File: src/rtl/vga_pkg.sv
// Shared constants and types for the VGA matrix renderer.
// Holds 640x480 timing, colour constants and the bank-swap state type.
package vga_pkg;

  localparam int H_VISIBLE = 640;
  localparam int H_FRONT   = 16;
  localparam int H_SYNC    = 96;
  localparam int H_BACK    = 48;
  localparam int V_VISIBLE = 480;
  localparam int V_FRONT   = 10;
  localparam int V_SYNC    = 2;
  localparam int V_BACK    = 33;

  localparam int COLOR_W = 4;

  localparam logic [3*COLOR_W-1:0] WHITE   = 12'hFFF;
  localparam logic [3*COLOR_W-1:0] BLACK   = 12'h000;
  localparam logic [3*COLOR_W-1:0] SAT_RED = 12'hF00;

  typedef enum logic {
    SWAP_IDLE = 1'b0,
    SWAP_PEND = 1'b1
  } swap_state_e;

endpackage

File: src/rtl/vga_matrix_renderer_if.sv
// Result-RAM read port and bank-swap handshake between renderer and engine.
// The renderer side uses the master modport; RAM/engine side uses slave.
interface vga_matrix_renderer_if #(
  parameter int ADDR_W = 5,
  parameter int DATA_W = 16
);

  logic              mem_rd_en;
  logic [ADDR_W-1:0] mem_addr;
  logic [DATA_W-1:0] mem_rdata;
  logic              swap_req;
  logic              swap_ack;

  modport master (
    output mem_rd_en,
    output mem_addr,
    output swap_ack,
    input  mem_rdata,
    input  swap_req
  );

  modport slave (
    input  mem_rd_en,
    input  mem_addr,
    input  swap_ack,
    output mem_rdata,
    output swap_req
  );

endinterface

File: src/rtl/vga_bank_swap.sv
// Display-bank swap FSM; commits a requested toggle on the vblank rising edge.
//   state     | meaning
//   SWAP_IDLE | no request outstanding
//   SWAP_PEND | request seen, waiting for the next vblank rising edge
module vga_bank_swap
  import vga_pkg::*;
(
  input  logic clk,
  input  logic reset_n,
  input  logic clk_en,
  input  logic vblank,
  input  logic swap_req,
  output logic swap_ack,
  output logic disp_bank
);

  swap_state_e state_q, state_d;
  logic        vblank_prev_q;
  logic        ack_q;
  logic        bank_q;
  logic        commit;

  always_ff @(posedge clk) begin
    if (!reset_n) begin
      state_q       <= SWAP_IDLE;
      vblank_prev_q <= 1'b0;
      ack_q         <= 1'b0;
      bank_q        <= 1'b0;
    end else begin
      state_q <= state_d;
      ack_q   <= commit;
      bank_q  <= bank_q ^ commit;
      if (clk_en) vblank_prev_q <= vblank;
    end
  end

  // A request seen in IDLE on the edge itself only reaches PEND, so it waits a frame.
  always_comb begin
    state_d = state_q;
    commit  = 1'b0;
    if (clk_en) begin
      case (state_q)
        SWAP_IDLE: if (swap_req) state_d = SWAP_PEND;
        SWAP_PEND: begin
          if (!swap_req) begin
            state_d = SWAP_IDLE;
          end else if (vblank && !vblank_prev_q) begin
            commit  = 1'b1;
            state_d = SWAP_IDLE;
          end
        end
        default: state_d = SWAP_IDLE;
      endcase
    end
  end

  assign swap_ack  = ack_q;
  assign disp_bank = bank_q;

endmodule

File: src/rtl/vga_matrix_renderer.sv
// Maps an N x N result matrix onto the screen and produces registered 12-bit RGB.
// Optional grid-line overlay is enabled with the VGA_GRID_LINES_EN macro.
module vga_matrix_renderer
  import vga_pkg::*;
#(
  parameter int N          = 4,
  parameter int DATA_W     = 16,
  parameter int CELL_SHIFT = 5,
  parameter int GRID_X0    = 192,
  parameter int GRID_Y0    = 112
) (
  input  logic                clk,
  input  logic                reset_n,
  input  logic                clk_en,
  input  logic [10:0]         h_count,
  input  logic [9:0]          v_count,
  input  logic                hsync_in,
  input  logic                vsync_in,
  input  logic                hblank,
  input  logic                vblank,
  vga_matrix_renderer_if.master bus,
  output logic                disp_bank,
  output logic [COLOR_W-1:0]  vga_r,
  output logic [COLOR_W-1:0]  vga_g,
  output logic [COLOR_W-1:0]  vga_b,
  output logic                vga_hs,
  output logic                vga_vs
);

  localparam int LOG_N  = $clog2(N);
  localparam int ADDR_W = 1 + 2 * LOG_N;
  localparam logic [10:0] X0   = 11'(GRID_X0);
  localparam logic [10:0] Y0   = 11'(GRID_Y0);
  localparam logic [10:0] SPAN = 11'(N << CELL_SHIFT);

  logic [10:0]      x_off, y_off;
  logic             x_in, y_in, blank, in_grid;
  logic [LOG_N-1:0] row, col;
  logic             grid_line;

  logic             in_grid_q1, line_q1, hs_q1, vs_q1;
  logic [DATA_W-1:0] value_q2;
  logic             in_grid_q2, line_q2, hs_q2, vs_q2;
  logic [11:0]      rgb_q, rgb_d;
  logic             hs_q3, vs_q3;

  // S1: grid membership is decided on the full 11-bit offset, before truncation.
  assign x_off   = h_count - X0;
  assign y_off   = {1'b0, v_count} - Y0;
  assign x_in    = (h_count >= X0) && (x_off < SPAN);
  assign y_in    = ({1'b0, v_count} >= Y0) && (y_off < SPAN);
  assign blank   = hblank | vblank;
  assign in_grid = x_in && y_in && !blank;
  assign col     = x_off[CELL_SHIFT +: LOG_N];
  assign row     = y_off[CELL_SHIFT +: LOG_N];

`ifdef VGA_GRID_LINES_EN
  logic x_line_rng, y_line_rng, on_line;
  // Range is closed so the right and bottom border line is drawn too.
  assign x_line_rng = (h_count >= X0) && (x_off <= SPAN);
  assign y_line_rng = ({1'b0, v_count} >= Y0) && (y_off <= SPAN);
  assign on_line    = (x_off[CELL_SHIFT-1:0] == '0) || (y_off[CELL_SHIFT-1:0] == '0);
  assign grid_line  = x_line_rng && y_line_rng && !blank && on_line;
`else
  assign grid_line  = 1'b0;
`endif

  assign bus.mem_rd_en = reset_n & clk_en & in_grid;
  assign bus.mem_addr  = reset_n ? ADDR_W'({disp_bank, row, col}) : '0;

  vga_bank_swap u_bank_swap (
    .clk       (clk),
    .reset_n   (reset_n),
    .clk_en    (clk_en),
    .vblank    (vblank),
    .swap_req  (bus.swap_req),
    .swap_ack  (bus.swap_ack),
    .disp_bank (disp_bank)
  );

  always_comb begin
    rgb_d = BLACK;
    if (line_q2) begin
      rgb_d = WHITE;
    end else if (in_grid_q2) begin
      if ((value_q2 >> 12) != '0) rgb_d = SAT_RED;
      else                        rgb_d = value_q2[11:0];
    end
  end

  always_ff @(posedge clk) begin
    if (!reset_n) begin
      in_grid_q1 <= 1'b0;
      line_q1    <= 1'b0;
      hs_q1      <= 1'b1;
      vs_q1      <= 1'b1;
      value_q2   <= '0;
      in_grid_q2 <= 1'b0;
      line_q2    <= 1'b0;
      hs_q2      <= 1'b1;
      vs_q2      <= 1'b1;
      rgb_q      <= BLACK;
      hs_q3      <= 1'b1;
      vs_q3      <= 1'b1;
    end else if (clk_en) begin
      in_grid_q1 <= in_grid;
      line_q1    <= grid_line;
      hs_q1      <= hsync_in;
      vs_q1      <= vsync_in;
      value_q2   <= bus.mem_rdata;
      in_grid_q2 <= in_grid_q1;
      line_q2    <= line_q1;
      hs_q2      <= hs_q1;
      vs_q2      <= vs_q1;
      rgb_q      <= rgb_d;
      hs_q3      <= hs_q2;
      vs_q3      <= vs_q2;
    end
  end

  assign vga_r  = rgb_q[11:8];
  assign vga_g  = rgb_q[7:4];
  assign vga_b  = rgb_q[3:0];
  assign vga_hs = hs_q3;
  assign vga_vs = vs_q3;

endmodule

File: src/flat_wrapper.sv
// flat-port wrapper written by rule: the top's interface ports become plain ports
module vga_matrix_renderer_flat import vga_pkg::*;
#(
  parameter int N          = 4,
  parameter int DATA_W     = 16,
  parameter int CELL_SHIFT = 5,
  parameter int GRID_X0    = 192,
  parameter int GRID_Y0    = 112
)
  (clk, reset_n, clk_en, h_count, v_count, hsync_in, vsync_in, hblank, vblank, disp_bank, vga_r, vga_g, vga_b, vga_hs, vga_vs, bus_mem_rd_en, bus_mem_addr, bus_swap_ack, bus_mem_rdata, bus_swap_req);
  vga_matrix_renderer_if #(.ADDR_W(5), .DATA_W(DATA_W)) bus_i ();
  input  logic clk;
  input  logic reset_n;
  input  logic clk_en;
  input  logic [10:0] h_count;
  input  logic [9:0] v_count;
  input  logic hsync_in;
  input  logic vsync_in;
  input  logic hblank;
  input  logic vblank;
  output logic disp_bank;
  output logic [COLOR_W-1:0] vga_r;
  output logic [COLOR_W-1:0] vga_g;
  output logic [COLOR_W-1:0] vga_b;
  output logic vga_hs;
  output logic vga_vs;
  output wire logic [$bits(bus_i.mem_rd_en)-1:0] bus_mem_rd_en;
  output wire logic [$bits(bus_i.mem_addr)-1:0] bus_mem_addr;
  output wire logic [$bits(bus_i.swap_ack)-1:0] bus_swap_ack;
  input wire logic [$bits(bus_i.mem_rdata)-1:0] bus_mem_rdata;
  input wire logic [$bits(bus_i.swap_req)-1:0] bus_swap_req;
  assign bus_mem_rd_en = bus_i.mem_rd_en;
  assign bus_mem_addr = bus_i.mem_addr;
  assign bus_swap_ack = bus_i.swap_ack;
  assign bus_i.mem_rdata = bus_mem_rdata;
  assign bus_i.swap_req = bus_swap_req;
  vga_matrix_renderer #(.N(N), .DATA_W(DATA_W), .CELL_SHIFT(CELL_SHIFT), .GRID_X0(GRID_X0), .GRID_Y0(GRID_Y0)) u_core (.clk(clk), .reset_n(reset_n), .clk_en(clk_en), .h_count(h_count), .v_count(v_count), .hsync_in(hsync_in), .vsync_in(vsync_in), .hblank(hblank), .vblank(vblank), .bus(bus_i), .disp_bank(disp_bank), .vga_r(vga_r), .vga_g(vga_g), .vga_b(vga_b), .vga_hs(vga_hs), .vga_vs(vga_vs));
endmodule
File: config.mk
export PLATFORM = sky130hd
export DESIGN_NAME = vga_matrix_renderer_flat
export DESIGN_NICKNAME = d
export VERILOG_FILES = /design/src/rtl/vga_pkg.sv /design/src/rtl/vga_matrix_renderer_if.sv /design/src/rtl/vga_bank_swap.sv /design/src/rtl/vga_matrix_renderer.sv /design/src/flat_wrapper.sv
export SDC_FILE = /design/constraint.sdc
export NUM_CORES = 1
export LEC_CHECK = 0
export CAP_MARGIN = 25
export CORE_MARGIN = 2
export CORE_UTILIZATION = 30
export DETAILED_ROUTE_END_ITERATION = 10
export HOLD_SLACK_MARGIN = 0.1
export PLACE_DENSITY = 0.66
export REMOVE_ABC_BUFFERS = 1
export SYNTH_ARGS = -nofsm -noshare
export SYNTH_HDL_FRONTEND = slang
export SYNTH_SLANG_ARGS = --single-unit
File: constraint.sdc
create_clock -name clk -period 1.8 [get_ports clk]
set_clock_uncertainty 0.2 [all_clocks]
set_input_delay 0.18 -clock clk [delete_from_list [all_inputs] [get_ports clk]]
set_output_delay 0.18 -clock clk [all_outputs]
set_load 0.05 [all_outputs]
==> results by group, run 1 <==
Status
  – Outcome: finished, final reports clean

Clock network
  – CTS Buffer Depth: 2
  – Worst-path clk slew: 0.07 ns
  – H-tree depth: 2
  – Clock latency on the worst-skew pair: 0.29 ns
  – Clock root buffer: clkbuf_8
  – Num CTS Buffers: 5
  – TritonCTS clock tree: done
  – CTS sink cnt: 40

STA
  – Final setup viols: 0
  – Final hold viol count: 0
  – Peak Freq: 566 MHz
  – Tightest Pin Transition: 0.504 ns
  – Total negative slack: 0 ns
  – Final period utilization: 0.982
  – Slew HR: 0.661
  – Max-slew violation count: 0
  – Tmin final: 1.77 ns
  – Final hold slack: 0.230 ns

Power
  – Static Leak: 0.00107 uW
  – Max VDD drop: 0.332 mV
  – Part of the power in the clock network: 0.328
  – Pwr Density: 733 nW/um2
  – Logic pwr share: 0.163
  – Net Sw Frac: 0.243
  – Pwr Total: 1830 uW
  – Sequential share of power: 0.509
  – Int Pwr: 1390 uW
  – Sw Pwr: 445 uW

Critical path
  – R2R Path Start: u_core.value_q2[12]
  – Worst Setup End Kind: output port
  – Arrival @ worst endpoint: 1.39 ns
  – Crit-path slowest cell: o2111a_1
  – CP Launch Type: primary input
  – Required time of the worst setup path: 1.42 ns
  – CP max FO: 2
  – Delay of the slowest critical-path stage: 0.25 ns
  – CP startpoint: v_count[5]
  – WS Path Type: primary input to output port
  – Crit-path cells: clkdlybuf4s15_1, ha_2, o2111a_1, mux2i_2, nor3_2, buf_4, buf_12

Yosys
  – Synth cell types: 29
  – Yosys warns: 0
  – Post-synthesis instance total: 161
  – Number of synthesized register bits: 40
  – Yosys top cell area share: 0.503
  – Synthesized area: 1590 um2
  – Average size of a mapped cell: 9.89 um2
  – Register area share after synthesis: 0.503
  – Synth area leader: dfxtp_1
  – Top post-synthesis cells by area: dfxtp_1 50%, mux2i_1 16%, nor2_1 6.6%, a32oi_1 4.4%, nand2_1 2.8%

Global route
  – Grt ovf: 0
  – Tot GR Track Use: 0.132
  – Vias in the first global route: 1,373
  – Antenna violations before repair: 0
  – Largest net degree at the start of global routing: 24
  – First-pass GRT wire length: 6.19 mm

Routing
  – Drc violations: 0
  – First DRT Iteration DRCs: 28
  – Post-route antenna net violation count: 0
  – DR vias/cell: 4.63
  – First-pass DRT Iterations: 4
  – Via Count: 1,421
  – Post-Route WL: 3.78 mm
  – WL/cell: 12.3 um

Place
  – Post-place instance area: 2340 um2
  – Final HPWL DP: 2.66 mm
  – GP Congestion: 0.715
  – Placed cell count: 294
  – Buffers on Ports: 57

Cells and area
  – Most common cell after layout, fill and taps aside: dfxtp_1
  – Fill count: 494
  – Top Registers: u_core.value_q2 (16), u_core.rgb_q (12)
  – Register area: 801 um2
  – Area of the multi-input gates: 790 um2
  – Area delta synth->final: 57.0%
  – Share of layout cells above drive strength 1: 0.274
  – Max FFs per register: 16
  – Commonest cells after routing, fill and taps aside: 40 x dfxtp_1, 36 x buf_4, 28 x nor2_1, 24 x mux2i_1, 23 x clkdlybuf4s50_1
  – Fin cells: 307
  – Number of diodes: 0
  – Design area: 2500 um2
  – Final nets: 283
  – Most flops, register: u_core.value_q2

Hold path
  – Min-delay src: reset_n
  – Hold crit path type: primary input to flip-flop

Floorplanning
  – Initial Util: 0.312
  – I/O pin total: 67
  – Row cnt: 26
  – Die X: 76.9 um
  – Core Box Area: 5110 um2
  – Die Ht: 76.9 um
  – DIE AREA: 5910 um2

Run
  – Max Cap Violations: 0
==> Yosys cell counts <==
master,n
o21ai_0,1
nand3_1,3
and2_1,4
a32oi_1,8
xor2_1,2
nand3b_1,1
inv_1,1
nor3_1,3
nor4_4,1
clkinv_1,1
nor2_1,28
a21oi_1,6
ha_1,2
or4_4,1
dfxtp_1,40
nand2_1,12
nand4_1,1
o2111a_1,1
clkbuf_1,6
xnor2_1,1
or3_1,1
a31oi_1,1
o211ai_1,4
o31ai_1,1
buf_2,2
buf_4,2
mux2i_1,25
nor4bb_1,1
a21boi_0,1
==> kinds of logic (layout without fill, tap and decap cells) <==
family	count (synthesis)	after routing	share of synthesized area
AND/OR/NAND/NOR	56	56	0.168
flip-flops	40	40	0.503
multiplexers	25	25	0.157
AO/OA/AOI/OAI	23	23	0.105
buffers and inverters	12	88	0.0346
XOR/XNOR	3	3	0.0165
adder cells (fa/ha/maj)	2	2	0.0157
==> final cells by class <==
cell class / count / share of cell area
Multi-Input combinational cell: 109 / 0.316
Tap cell: 70 / 0.0350
Clock buffer: 7 / 0.0345
Clock inverter: 1 / 0.00300
Sequential cell: 40 / 0.320
Inverter: 2 / 0.00300
Timing Repair Buffer: 78 / 0.289
==> power groups by stage <==
| stage | Combinational (uW) | Clock [uW] | Sequential, uW |
|---|---|---|---|
| 2_1_floorplan | 112 | 0 | 953 |
| 3_3_place_gp | 288 | 0 | 952 |
| 3_5_place_dp | 291 | 0 | 953 |
| 4_1_cts | 292 | 622 | 933 |
| 5_1_grt | 324 | 668 | 936 |
| 6_report | 299 | 602 | 933 |
==> path summary, 6_finish.rpt <==
kind / to / slack (ns) / cells past startpoint
worst max-delay path: bus_mem_rd_en / 0.03 / 7
worst min-delay path: u_core.vs_q1 / 0.23 / 3
worst max register to register: u_core.rgb_q[9] / 0.29 / 3
worst min register to register: u_core.rgb_q[11] / 0.27 / 2
==> stage by stage <==
stage / util / setup WS [ns]
after global placement: 0.458 / -0.258
final: 0.490 / 0.0328
after floorplan: - / -0.432
after CTS: 0.481 / 0.0230
after global routing: 0.490 / -0.0377
after detailed placement: 0.458 / -0.283
==> routing by layer <==
metal,up-vias,part of all wire,global-route usage
met5,-,0,0
met4,0,0.020,0.0491
met3,9,0.081,0.0576
met2,55,0.45,0.215
met1,642,0.45,0.153
li1,715,-,-
==> repair_timing <==
| action | in CTS | in global routing |
|---|---|---|
| gates resized for setup | 15 | 18 |
| endpoints found under the setup margin | 1 | 1 |
| cloned | 0 | 0 |
| setup buffers | 2 | 2 |
| pin swaps | 5 | 6 |
| endpoints found under the hold margin | 0 | 1 |
| hold buffers | 0 | 1 |
==> worst max-delay path, delay by kind of cell <==
| family | cells | cell delay (ns) |
|---|---|---|
| fa+ha+maj | 1 | 0.18 |
| buf+inv | 3 | 0.46 |
| compound gates | 1 | 0.25 |
| simple gates | 1 | 0.07 |
| mux | 1 | 0.24 |
(Power assumes the default switching activity.)
==> inputs of run 2 (changes only) <==
Clock period 1.8 ns to 1.87 ns, I/O delays scaled along.
==> results by group, run 2 (synthesized netlist as in run 1, its figures left out) <==
STA
  – Peak Freq: 548 MHz
  – RSZ-0062 raised after global routing: false
  – Tightest Pin Transition: 0.505 ns
  – Final setup viols: 0
  – Final hold viol count: 0
  – Final worst slack: 0.0444 ns
  – Slew HR: 0.661
  – Final period utilization: 0.976
  – Max-slew violation count: 0
  – Tmin final: 1.83 ns

Critical path
  – R2R Path Start: u_core.value_q2[12]
  – Worst Setup End Kind: output port
  – Reg2reg path depth: 3
  – CP startpoint: h_count[6]
  – Crit-path slowest cell: ha_4
  – Reg2reg setup slack: 0.37 ns
  – Arrival @ worst endpoint: 1.44 ns
  – Crit-path cells: clkdlybuf4s15_1, ha_4, nor3_4, nand4_1, nor3_2, buf_4, buf_12
  – Required time of the worst setup path: 1.48 ns
  – CP Launch Type: primary input
  – CP max FO: 2
  – Reg-to-Reg End: u_core.rgb_q[10]
  – Delay of the slowest critical-path stage: 0.24 ns
  – WS Path Type: primary input to output port

Clock network
  – Clock latency on the worst-skew pair: 0.28 ns
  – CTS Hold Bufs: 0
  – CTS Buffer Depth: 2
  – TritonCTS clock tree: done
  – Worst-path clk slew: 0.07 ns
  – H-tree depth: 2
  – Num CTS Buffers: 5
  – Clock root buffer: clkbuf_8
  – CTS sink cnt: 40

Global route
  – Tot GR Track Use: 0.131
  – Grt ovf: 0
  – Vias in the first global route: 1,400
  – Largest net degree at the start of global routing: 22
  – Antenna violations before repair: 0
  – First-pass GRT wire length: 6.25 mm

Floorplanning
  – Row cnt: 26
  – Core Box Area: 5110 um2
  – Die Ht: 76.9 um
  – Initial Util: 0.312
  – DIE AREA: 5910 um2
  – I/O pin total: 67
  – Die X: 76.9 um

Cells and area
  – Number of diodes: 0
  – Most common cell after layout, fill and taps aside: dfxtp_1
  – Final nets: 278
  – Commonest cells after routing, fill and taps aside: 40 x dfxtp_1, 31 x clkdlybuf4s50_1, 28 x nor2_1, 24 x mux2i_1, 22 x buf_4
  – Top Registers: u_core.value_q2 (16), u_core.rgb_q (12)
  – Share of layout cells above drive strength 1: 0.203
  – Most flops, register: u_core.value_q2
  – Fin cells: 302
  – Max FFs per register: 16
  – Area delta synth->final: 59.5%

Place
  – Buffers on Ports: 57
  – Place WS: -0.249 ns
  – Final HPWL DP: 2.68 mm
  – GP Congestion: 0.719
  – Placed cell count: 293

Power
  – Sw Pwr: 424 uW
  – Net Sw Frac: 0.228
  – Max VDD drop: 0.347 mV
  – Part of the power in the clock network: 0.362
  – Static Leak: 0.00111 uW
  – Sequential share of power: 0.483
  – Logic pwr share: 0.155
  – Int Pwr: 1430 uW
  – Pwr Density: 731 nW/um2

Routing
  – WL/cell: 12.3 um
  – Drc violations: 0
  – First-pass DRT Iterations: 4
  – Post-route antenna net violation count: 0
  – Via Count: 1,389
  – First DRT Iteration DRCs: 41
  – DR vias/cell: 4.60
  – Post-Route WL: 3.72 mm

Run
  – Max Cap Violations: 0

Status
  – Outcome: finished, final reports clean

Hold path
  – Hold crit path type: primary input to flip-flop
  – Sink of the worst hold path: u_core.vs_q1
  – Min-delay src: reset_n
  – Hold Path Stages: 3
-- run 2: changes by cell type in the layout (fill, tap and decap cells not counted) --
cell | previous run | this run
buf_4 | 36 | 22
bufinv_16 | 0 | 1
dlymetal6s2s_1 | 2 | 7
clkbuf_8 | 6 | 5
dlygate4sd3_1 | 1 | 0
nor3_2 | 2 | 1
nor3_4 | 0 | 1
dlygate4sd2_1 | 3 | 2
clkdlybuf4s50_1 | 23 | 31
clkdlybuf4s15_1 | 1 | 3
clkinvlp_4 | 1 | 0
clkbuf_2 | 5 | 1
clkinv_2 | 0 | 1
-- run 2: timing repair --
item | 4_1_cts | 5_1_grt
resized for setup | 14 | 16
setup endpoints to repair | 1 | 5
setup buffers | 1 | 0
pin swaps | 7 | 5
-- run 2: worst max path at each step --
| stage | slack [ns] | end |
|---|---|---|
| 2_1_floorplan | -0.38 | bus_mem_rd_en |
| 3_3_place_gp | -0.20 | bus_mem_rd_en |
| 3_5_place_dp | -0.25 | bus_mem_rd_en |
| 4_1_cts | 0.02 | bus_mem_rd_en |
| 5_1_grt | 0.004 | bus_mem_rd_en |
| 6_report | 0.04 | bus_mem_rd_en |
-- run 2: per-stage QoR --
step	setup TNS (ns)	utilization	hold WS [ns]	area, um2	power (uW)
4_1_cts	0	0.489	0.264	2500	1880
2_1_floorplan	-0.481	-	0.0489	1550	1030
6_report	0	0.497	0.115	2540	1860
5_1_grt	0	0.497	0.120	2540	1950
3_5_place_dp	-0.277	0.461	0.260	2360	1200
3_3_place_gp	-0.203	0.461	0.256	2360	1190
-- run 2: cell type report --
| class | instances | area [um2] |
|---|---|---|
| clock buffer | 6 | 72.6 |
| inverter | 2 | 7.51 |
| clock inverter | 2 | 35.0 |
| tap | 70 | 87.6 |
| fill | 512 | 2570 |
| sequential | 40 | 801 |
| multi-input combinational | 109 | 796 |
| timing repair buffer | 73 | 741 |
-- run 2: power groups by stage --
stage | registers [uW] | clock network, uW | logic (uW)
6_report | 897 | 672 | 288
3_5_place_dp | 917 | 0 | 279
3_3_place_gp | 917 | 0 | 276
4_1_cts | 897 | 694 | 284
5_1_grt | 901 | 735 | 313
2_1_floorplan | 917 | 0 | 108
-- run 2: layer usage --
| metal | global-route usage | wire length [um] |
|---|---|---|
| met5 | 0 | 0 |
| met1 | 0.158 | 1590 |
| met4 | 0.0382 | 16 |
| met3 | 0.0576 | 298 |
| met2 | 0.211 | 1810 |
-- run 2: worst max-delay path, delay by kind of cell --
kind,cells,cell delay (ns)
adders and majority gates,1,0.24
and+or+nand+nor,3,0.54
buffers and inverters,3,0.48
==> inputs of run 3 (changes only) <==
Settings changed: PLACE_DENSITY 0.66 to 0.58.
==> results by group, run 3 (synthesized netlist as in run 1, its figures left out) <==
Critical path
  – WS Path Type: flip-flop to output port
  – Crit-path cells: clkdlybuf4s50_1
  – Buffers and inverters on the worst path: 1
  – R2R Path Start: u_core.value_q2[12]
  – Worst Setup End Kind: output port
  – Required time of the worst setup path: 1.48 ns
  – Arrival @ worst endpoint: 1.44 ns
  – CP startpoint: u_core.rgb_q[6]
  – CP max FO: 2
  – CP Launch Type: flip-flop
  – Delay of the slowest critical-path stage: 0.81 ns
  – Delay-heaviest family, CP: buffers and inverters
  – Crit-path slowest cell: clkdlybuf4s50_1

Routing
  – Post-Route WL: 3.71 mm
  – Drc violations: 0
  – First-pass DRT Iterations: 4
  – Via Count: 1,372
  – WL/cell: 12.2 um
  – First DRT Iteration DRCs: 63
  – DR vias/cell: 4.51
  – Post-route antenna net violation count: 0

STA
  – Max-slew violation count: 0
  – Tightest Pin Transition: 0.502 ns
  – Slew HR: 0.664
  – Tmin final: 1.83 ns
  – Total negative slack: 0 ns
  – Final hold viol count: 0
  – Final worst slack: 0.0400 ns
  – Final period utilization: 0.979
  – Final setup viols: 0
  – Final hold slack: 0.113 ns
  – Peak Freq: 546 MHz

Floorplanning
  – DIE AREA: 5910 um2
  – Core Box Area: 5110 um2
  – Die Ht: 76.9 um
  – Row cnt: 26
  – Die X: 76.9 um
  – Initial Util: 0.312
  – I/O pin total: 67

Hold path
  – Min-delay src: reset_n
  – Hold crit path type: primary input to flip-flop

Cells and area
  – Fin cells: 304
  – Fill count: 504
  – Most flops, register: u_core.value_q2
  – Max FFs per register: 16
  – Design area: 2520 um2
  – Final nets: 280
  – Commonest cells after routing, fill and taps aside: 40 x dfxtp_1, 34 x clkdlybuf4s50_1, 28 x nor2_1, 25 x mux2i_1, 25 x buf_4
  – Number of diodes: 0
  – Top Registers: u_core.value_q2 (16), u_core.rgb_q (12)
  – Area delta synth->final: 58.1%
  – Most common cell after layout, fill and taps aside: dfxtp_1
  – Share of layout cells above drive strength 1: 0.201

Clock network
  – CTS Hold Bufs: 0
  – Num CTS Buffers: 5
  – TritonCTS clock tree: done
  – CTS sink cnt: 40
  – Clock root buffer: clkbuf_8
  – CTS Buffer Depth: 2
  – Worst-path clk slew: 0.07 ns
  – Clock latency on the worst-skew pair: 0.28 ns
  – H-tree depth: 2

Place
  – Post-place instance area: 2350 um2
  – GP Congestion: 0.703
  – Final HPWL DP: 2.64 mm
  – Placed cell count: 293
  – Buffers on Ports: 57
  – Place WS: -0.218 ns

Run
  – Max Cap Violations: 0

Global route
  – Antenna violations before repair: 0
  – First-pass GRT wire length: 6.50 mm
  – Vias in the first global route: 1,382
  – GRT met1 Usage: 0.181
  – Tot GR Track Use: 0.135
  – Busiest layer in global routing: met2
  – Grt ovf: 0
  – Met3 Use GR: 0.0482
  – GR Util met2: 0.202
  – Largest net degree at the start of global routing: 34

Power
  – Max VDD drop: 0.281 mV
  – Static Leak: 0.00107 uW
  – Pwr Density: 696 nW/um2

Status
  – Outcome: finished, final reports clean
-- run 3: timing repair --
item | CTS | global route
setup endpoints to repair | 2 | 1
hold endpoints to repair | 0 | 0
pin swaps | 7 | 5
gates resized for setup | 11 | 10
buffers inserted | 2 | 1
-- run 3: final timing paths --
kind	end	slack (ns)	cells after the start
worst max-delay path	vga_g[2]	0.04	1
worst min-delay path	u_core.vs_q1	0.11	3
worst max register to register	u_core.rgb_q[9]	0.36	3
worst min register to register	u_core.rgb_q[11]	0.27	2
-- run 3: stage by stage --
stage	power, uW	utilization
floorplan	1030	-
global placement	1190	0.461
detailed placement	1200	0.461
CTS	1780	0.484
global route	1840	0.493
finish	1750	0.493
-- run 3: per-layer routing --
layer  up-vias  part of all wire
met2        49              0.41
li1        710                 -
met1       609              0.49
met4         0             0.014
met3         4             0.080
met5         -                 0
-- run 3: area by class of cell --
| cell class | count | area [um2] | area share |
|---|---|---|---|
| flip-flops and latches | 40 | 801 | 0.318 |
| multi-input cells | 109 | 790 | 0.313 |
| repair buffers | 75 | 743 | 0.295 |
| clock buffers | 8 | 90.1 | 0.0358 |
| well taps | 70 | 87.6 | 0.0348 |
| inverters | 2 | 7.51 | 0.00298 |
-- run 3: power breakdown --
| part | leakage [uW] | total [uW] | internal, uW | switching (uW) |
|---|---|---|---|---|
| clock network | 0.0000455 | 570 | 301 | 269 |
| logic | 0.000694 | 287 | 158 | 129 |
| registers | 0.000327 | 898 | 880 | 17.8 |
| total | 0.00107 | 1750 | 1340 | 415 |
